## config.mk

```make
export PLATFORM = sky130hd
export DESIGN_NAME = vga_pulse_meter
export DESIGN_NICKNAME = d
export VERILOG_FILES = /design/src/rtl/vga_timing_pkg.sv /design/src/rtl/vga_pulse_meter.sv
export SDC_FILE = /design/constraint.sdc
export NUM_CORES = 1
export LEC_CHECK = 0
export CAP_MARGIN = 25
export CELL_PAD_IN_SITES_DETAIL_PLACEMENT = 0
export CELL_PAD_IN_SITES_GLOBAL_PLACEMENT = 1
export CORE_AREA = 2 2 78 80
export CTS_CLUSTER_DIAMETER = 50
export CTS_CLUSTER_SIZE = 25
export DETAILED_ROUTE_END_ITERATION = 8
export DIE_AREA = 0 0 80 82
export PLACE_DENSITY = 0.74
export SLEW_MARGIN = 15
export SYNTH_ARGS = -nofsm -noshare
export SYNTH_HDL_FRONTEND = slang
export SYNTH_SLANG_ARGS = --single-unit
```

## constraint.sdc

```tcl
create_clock -name clk_i -period 2.8 [get_ports clk_i]
set_input_delay 0.7 -clock clk_i [delete_from_list [all_inputs] [get_ports clk_i]]
set_output_delay 0.7 -clock clk_i [all_outputs]
set_load 0.05 [all_outputs]
```

## src/rtl/vga_timing_pkg.sv

```systemverilog
// ----------------------------------------------------------------------------
// vga_timing_pkg
// Shared constants for the VGA timing checker: default 640x480@60 timing at
// 4 clk per pixel, counter widths and the lock FSM state encoding.
// ----------------------------------------------------------------------------
package vga_timing_pkg;

    localparam int H_PERIOD_DEF    = 3200;  // 800 px x 4 clk
    localparam int H_PULSE_DEF     = 384;
    localparam int V_LINES_DEF     = 525;
    localparam int V_PULSE_DEF     = 2;
    localparam int LOCK_FRAMES_DEF = 2;

    localparam int HCNT_W = 13;  // clk cycles per line, saturates at 8191
    localparam int VCNT_W = 11;  // lines per frame, saturates at 2047
    localparam int FCNT_W = 16;  // validated frame counter
    localparam int GOOD_W = 8;   // consecutive good frames while acquiring

    typedef enum logic [1:0] {
        ST_HUNT    = 2'd0,
        ST_ACQUIRE = 2'd1,
        ST_LOCKED  = 2'd2
    } lock_state_e;

endpackage

```

## src/rtl/vga_pulse_meter.sv

```systemverilog
// ----------------------------------------------------------------------------
// vga_pulse_meter
// Edge detector plus period/width meter for one active-low sync signal.
// A single counter restarts on every fall; its value (including the tick of
// the current cycle) is reported as the low width on the rise and as the
// period on the next fall. Counting only advances on cycles with tick_i set,
// so the same block measures clk cycles (tick=1) or lines (tick=hsync fall).
//
// Ports
//   clk_i, rst_ni    clock, synchronous active-low reset
//   sig_i            registered sync sample (active low)
//   tick_i           count enable
//   fall_o           combinational: fall detected this cycle
//   period_stb_o     one-cycle strobe: period captured (registered)
//   period_vld_o     captured period is trustworthy (not first, not saturated)
//   period_o         captured period
//   width_stb_o      one-cycle strobe: low width captured (registered)
//   width_vld_o      captured width is trustworthy
//   width_o          captured low width
// ----------------------------------------------------------------------------
module vga_pulse_meter
    import vga_timing_pkg::*;
#(
    parameter int W = HCNT_W
) (
    input  logic         clk_i,
    input  logic         rst_ni,
    input  logic         sig_i,
    input  logic         tick_i,
    output logic         fall_o,
    output logic         period_stb_o,
    output logic         period_vld_o,
    output logic [W-1:0] period_o,
    output logic         width_stb_o,
    output logic         width_vld_o,
    output logic [W-1:0] width_o
);

    localparam logic [W-1:0] CNT_MAX = '1;

    logic         prev_q;
    logic [W-1:0] cnt_q, cnt_d;
    logic         started_q, started_d;
    logic         sat_q, sat_d;
    logic         per_stb_q, per_vld_q;
    logic [W-1:0] per_q;
    logic         wid_stb_q, wid_vld_q;
    logic [W-1:0] wid_q;

    logic         fall, rise;
    logic [W-1:0] meas;
    logic         meas_ok;

    assign fall = prev_q & ~sig_i;
    assign rise = ~prev_q & sig_i;

    // Value of the interval ending this cycle, saturating at CNT_MAX.
    assign meas = (cnt_q == CNT_MAX) ? CNT_MAX : cnt_q + W'(tick_i);

    // Nothing is trusted until a fall has anchored the counter, and an
    // interval that hit the ceiling is meaningless.
    assign meas_ok = started_q & ~sat_q & (meas != CNT_MAX);

    always_comb begin
        cnt_d     = meas;
        sat_d     = sat_q | (meas == CNT_MAX);
        started_d = started_q | fall;
        if (fall) begin
            cnt_d = '0;
            sat_d = 1'b0;
        end
    end

    always_ff @(posedge clk_i) begin
        if (!rst_ni) begin
            prev_q    <= 1'b1;
            cnt_q     <= '0;
            started_q <= 1'b0;
            sat_q     <= 1'b0;
            per_stb_q <= 1'b0;
            per_vld_q <= 1'b0;
            per_q     <= '0;
            wid_stb_q <= 1'b0;
            wid_vld_q <= 1'b0;
            wid_q     <= '0;
        end else begin
            prev_q    <= sig_i;
            cnt_q     <= cnt_d;
            started_q <= started_d;
            sat_q     <= sat_d;
            per_stb_q <= fall & started_q;
            wid_stb_q <= rise & started_q;
            if (fall) begin
                per_q     <= meas;
                per_vld_q <= meas_ok;
            end
            if (rise) begin
                wid_q     <= meas;
                wid_vld_q <= meas_ok;
            end
        end
    end

    assign fall_o       = fall;
    assign period_stb_o = per_stb_q;
    assign period_vld_o = per_vld_q;
    assign period_o     = per_q;
    assign width_stb_o  = wid_stb_q;
    assign width_vld_o  = wid_vld_q;
    assign width_o      = wid_q;

endmodule

```

# Word-level counts from Yosys, hierarchy flattened
# Index checks and enable logic that the tools add are counted.
[totals] wordCells=28 output_inout_bits=31 in_bits=4 register_bits=46
[op_classes] muxes=1 reduce_logical=1 bitwise_logic=12 n_eq_ne=3 add_sub_neg=1
[op_table] operator="13-bit equality test, second input constant" n=2
[op_table] operator="13-bit by 1-bit adder with 13-bit output" n=1
[op_table] operator="13-bit 2-to-1 mux" n=1
[op_table] operator="13-bit != test, second input constant" n=1
[op_table] operator="1-bit AND" n=6
[op_table] operator="1-bit NOT" n=4
[op_table] operator="1-bit bitwise OR" n=2
[op_table] operator="2-bit OR reduction" n=1

# Depth between registers and ports, before layout
[depth] depth_word=4 ltp_mapped=8 ltp_nobuf=8

# Worst setup path before layout
# Ideal clock, no wire load.
[synth_path] kind="input -> output" from="input port sig_i" to="output port fall_o" t_arrival_ps=1636 t_required_ps=2100 stages=3 setup_slack_ps=464 n_path_buf=1 path_cell_list="nand2b_1 inv_1 clkbuf_1"
[synth_between] elab_chain_cells=2
[synth_lines] element="from (decl)" line_no="vga_pulse_meter.sv:28" source="input logic sig_i,"
[synth_lines] element="1-bit NOT" line_no="vga_pulse_meter.sv:54" source="assign fall = prev_q & ~sig_i;"
[synth_lines] element="1-bit AND" line_no="vga_pulse_meter.sv:54"
[synth_lines] element="to (decl)" line_no="vga_pulse_meter.sv:30" source="output logic fall_o,"
# No other way between the ends.

# Worst setup path after layout
[layout_path] from="input port tick_i" to="register wid_vld_q (netlist: width_vld_o)"
[layout_between] elab_chain_cells=4
[layout_lines] element="from (decl)" line_no="vga_pulse_meter.sv:29" source="input logic tick_i,"
[layout_lines] element="13-bit by 1-bit adder with 13-bit output" line_no="vga_pulse_meter.sv:58" source="assign meas = (cnt_q == CNT_MAX) ? CNT_MAX : cnt_q + W'(tick_i);"
[layout_lines] element="13-bit 2-to-1 mux" line_no="vga_pulse_meter.sv:58"
[layout_lines] element="13-bit != test" line_no="vga_pulse_meter.sv:62" source="assign meas_ok = started_q & ~sat_q & (meas != CNT_MAX);"
[layout_lines] element="1-bit AND" line_no="vga_pulse_meter.sv:62"
[layout_lines] element="to (signal assigned)" line_no="vga_pulse_meter.sv:99" source="wid_vld_q <= meas_ok;"
[layout_lines] element="to (decl)" line_no="vga_pulse_meter.sv:47" source="logic wid_stb_q, wid_vld_q;"
# No other way between the ends.
# A chain may end at the register's enable or synchronous reset.

==> flow_summary_export.csv <==
group,metric,value,unit
synthesis,avgSynthCellArea,9.40,um2
synthesis,netlist_top_cells_area,"dfxtp_1 (48%), o211a_1 (9.4%), nand2_1 (7.6%)",
job,max_cap_viol_count,0,
global_routing,antenna_found_initial,0,
setup_path,required,2990,ps
setup_path,start_kind,"input port",
timing,finalMaxSlewViolations,0,
cts,cts.repair.resized,0,
setup_path,crit_arrival,2740,ps
setup_path,crit_end,"width_vld_o",
setup_path,reg2reg_to,"width_vld_o",
synthesis,synth-seq-area-share,47.8,%
pwr,power.density,497,nW/um2
floorplanning,fp.dieArea,6560,um2
routing,avgRoutedWirePerCell,13.6,um
timing,setup_tns,0,ps
cells_and_area,regArea,921,um2
routing,detail_route.first_pass.iterations,4,
synthesis,synth_top_area_cell,"dfxtp_1",
worst_hold_path,min_path_type,"flop to flop",
routing,drc_errors,0,
synthesis,synth_warnings,0,
cells_and_area,fillCellCount,603,
setup_path,crit-reg2reg-launch,"cnt_q[2]",
synthesis,ys_top_cells_by_count,"dfxtp_1 (46), nand2_1 (39), nor2_1 (18), o211a_1 (18), clkbuf_1 (9)",
timing,rsz0062_at_grt,"false",
placed_design,dp_hpwl,3.12,mm
cells_and_area,fin_area,2500,um2
floorplanning,start_util,33.5,%
timing,hold_slack,469,ps
synthesis,ys_types,39,
timing,finClkSkew,6.91,ps
synthesis,synth_ff_type,"dfxtp_1",
outcome,status,"finished clean",
timing,setup_viol,0,
synthesis,synth_seq_cells,46,
synthesis,syn_nets,212,
floorplanning,coreArea,5750,um2
worst_hold_path,hold_path_depth,2,
placed_design,place_congestion,0.797,
setup_path,crit_type,"input port to flop",
synthesis,synthArstFlopShare,0,%
cells_and_area,syn_to_final_growth,29.7,%
setup_path,crit_chain,"clkdlybuf4s50_1 -> ha_1 -> ha_1 -> nand4_1 -> nor3_1 -> nor2_1 -> nor4b_2 -> o211ai_2 -> a32o_1",
cells_and_area,multi_input_area,938,um2
synthesis,synth_edf_count,0,
cts,clkTransAtPathRegs,90,ps
routing,drt_iter0_drc,87,
synthesis,yosysTopAreaCellShare,47.8,%
global_routing,grt_usage,14.5,%
cells_and_area,antenna_cells,0,
floorplanning,die_h,82,um
timing,worst_pin_slew,513,ps
setup_path,cp.depth,9,
timing,clock.fmax,393,MHz
cts,cts_buffers,5,
routing,route.vias.total,1547,
placed_design,port-buffer-count,34,
floorplanning,die_x,80,um
cts,clock_sinks,46,
setup_path,crit_fanout,4,
setup_path,crit_family,"simple AND/OR/NAND/NOR gates",
setup_path,r2r_cells,7,
global_routing,grt_max_degree,23,
setup_path,critPathMaxStageDelay,490,ps
pwr,p_leak,1.12,nW
pwr,ir_worst_vdd,0.000300,V
setup_path,cp-startpoint,"tick_i",
routing,postRouteWirelength,4.41,mm
routing,final_antenna_net_count,0,
global_routing,grt_pass1_wl,7.29,mm
floorplanning,rows,28,
cts,clockBufferDepth,2,
setup_path,r2r_slack,660,ps
synthesis,synth.most_common_cell,"dfxtp_1",
floorplanning,pin_count,35,
setup_path,worst_setup_path_end_kind,"flop",
cts,clkLatencyLatePin,300,ps
setup_path,slowest_stage,"clkdlybuf4s50_1",
synthesis,synth_area,1930,um2
cells_and_area,final_layout_size_suffix_gt1_share,13.7,%
setup_path,crit_top_cell,"ha_1",
timing,period_minus_slack,2550,ps
timing,slew_headroom,65.7,%
timing,period_share,91.0,%
cts,ctsHoldBuffers,0,
routing,viasPerCell,4.77,
timing,hold_viol,0,
cells_and_area,nets,256,
global_routing,grt_pass1_vias,1489,
cts,cts_max_level,2,
setup_path,cp_num_buf_inv,1,
synthesis,syn_inst,205,
cts,clock-root-buffer,"clkbuf_8",
cts,post_cts_buffers,0,
placed_design,placed_area,2420,um2
global_routing,grt.overflow.total,0,
cts,cts_tree,"yes",
-- flip-flops by register name (all words and copies together), names as in the netlist --
signal,flops
period_o,13
cnt_q,13
width_o,13
width_vld_o,1
period_vld_o,1
period_stb_o,1
width_stb_o,1
prev_q,1
sat_q,1
started_q,1
-- power by group --
group | internal (mW) | switching (mW) | total [mW]
combinational | 0.0567 | 0.107 | 0.163
sequential | 0.673 | 0.0108 | 0.684
clock | 0.172 | 0.223 | 0.394
total | 0.902 | 0.340 | 1.24
-- worst register-to-register path: stages, from the launching register on --
cell and delay [ps]:
dfxtp_1 460, nand4_1 250, nor4_4 480, buf_4 230, a211oi_2 60, nor3_2 210
o211ai_2 120, a32o_1 230
-- per-stage QoR --
| step | setup WS, ps | utilization [%] | total power [mW] | cells |
|---|---|---|---|---|
| final | 253 | 43.5 | 1.24 | 324 |
| after detailed placement | -42.1 | 42.1 | 0.863 | 317 |
| after CTS | 250 | 43.5 | 1.25 | 324 |
| after global placement | 22.3 | 42.1 | 0.865 | 317 |
| after floorplan | 464 | - | 0.809 | 205 |
| after global routing | 44.5 | 43.5 | 1.29 | 324 |
-- how the worst min path moves through the flow --
stage,start,endpoint
floorplan,sat_q,sat_q
detailed placement,started_q,started_q
global route,started_q,started_q
global placement,started_q,started_q
finish,period_o[7],period_o[7]
CTS,period_o[7],period_o[7]
-- layer usage --
layer  track usage [%]  part of all wire, %  vias to the layer above  wire [um]
li1                  -                    -                      799          -
met1              20.2                   51                      710       2240
met2              21.7                   44                       31       1950
met3              4.07                  3.7                        7        165
met4              4.58                  1.2                        0         54
met5                 0                    0                        -          0
-- cells in the final DEF, fill, tap and decap left out, types with 4 or more instances in the layout --
cell and count:
a21boi_0 6, a21oi_1 5, and3_1 6, buf_4 14
clkbuf_8 5, clkdlybuf4s50_1 33, dfxtp_1 46, nand2_1 39
nand4_1 4, nor2_1 18, nor3_1 6, o211a_1 18
o21ai_0 4
-- cell type report --
cell class | instances | share of cell area, %
Sequential cell | 46 | 36.8
Timing Repair Buffer | 48 | 18.2
Tap cell | 75 | 3.75
Clock buffer | 6 | 2.90
Multi-Input combinational cell | 145 | 37.5
Inverter | 3 | 0.450
Clock inverter | 1 | 0.300
-- kinds of logic (layout without fill, tap and decap cells) --
family                     after synthesis  in the layout  share of synthesized area, %
DFF                                     46             46                          47.8
xor gates and xnor gates                 4              4                          1.82
and+or+nand+nor                         94             94                          25.5
AOI/OAI and AO/OA                       42             42                          18.4
buffers and inverters                   14             58                          3.51
muxes                                    2              2                          1.10
adders and majority gates                3              3                          1.95
Note: power is estimated with default switching activity, not from simulation.
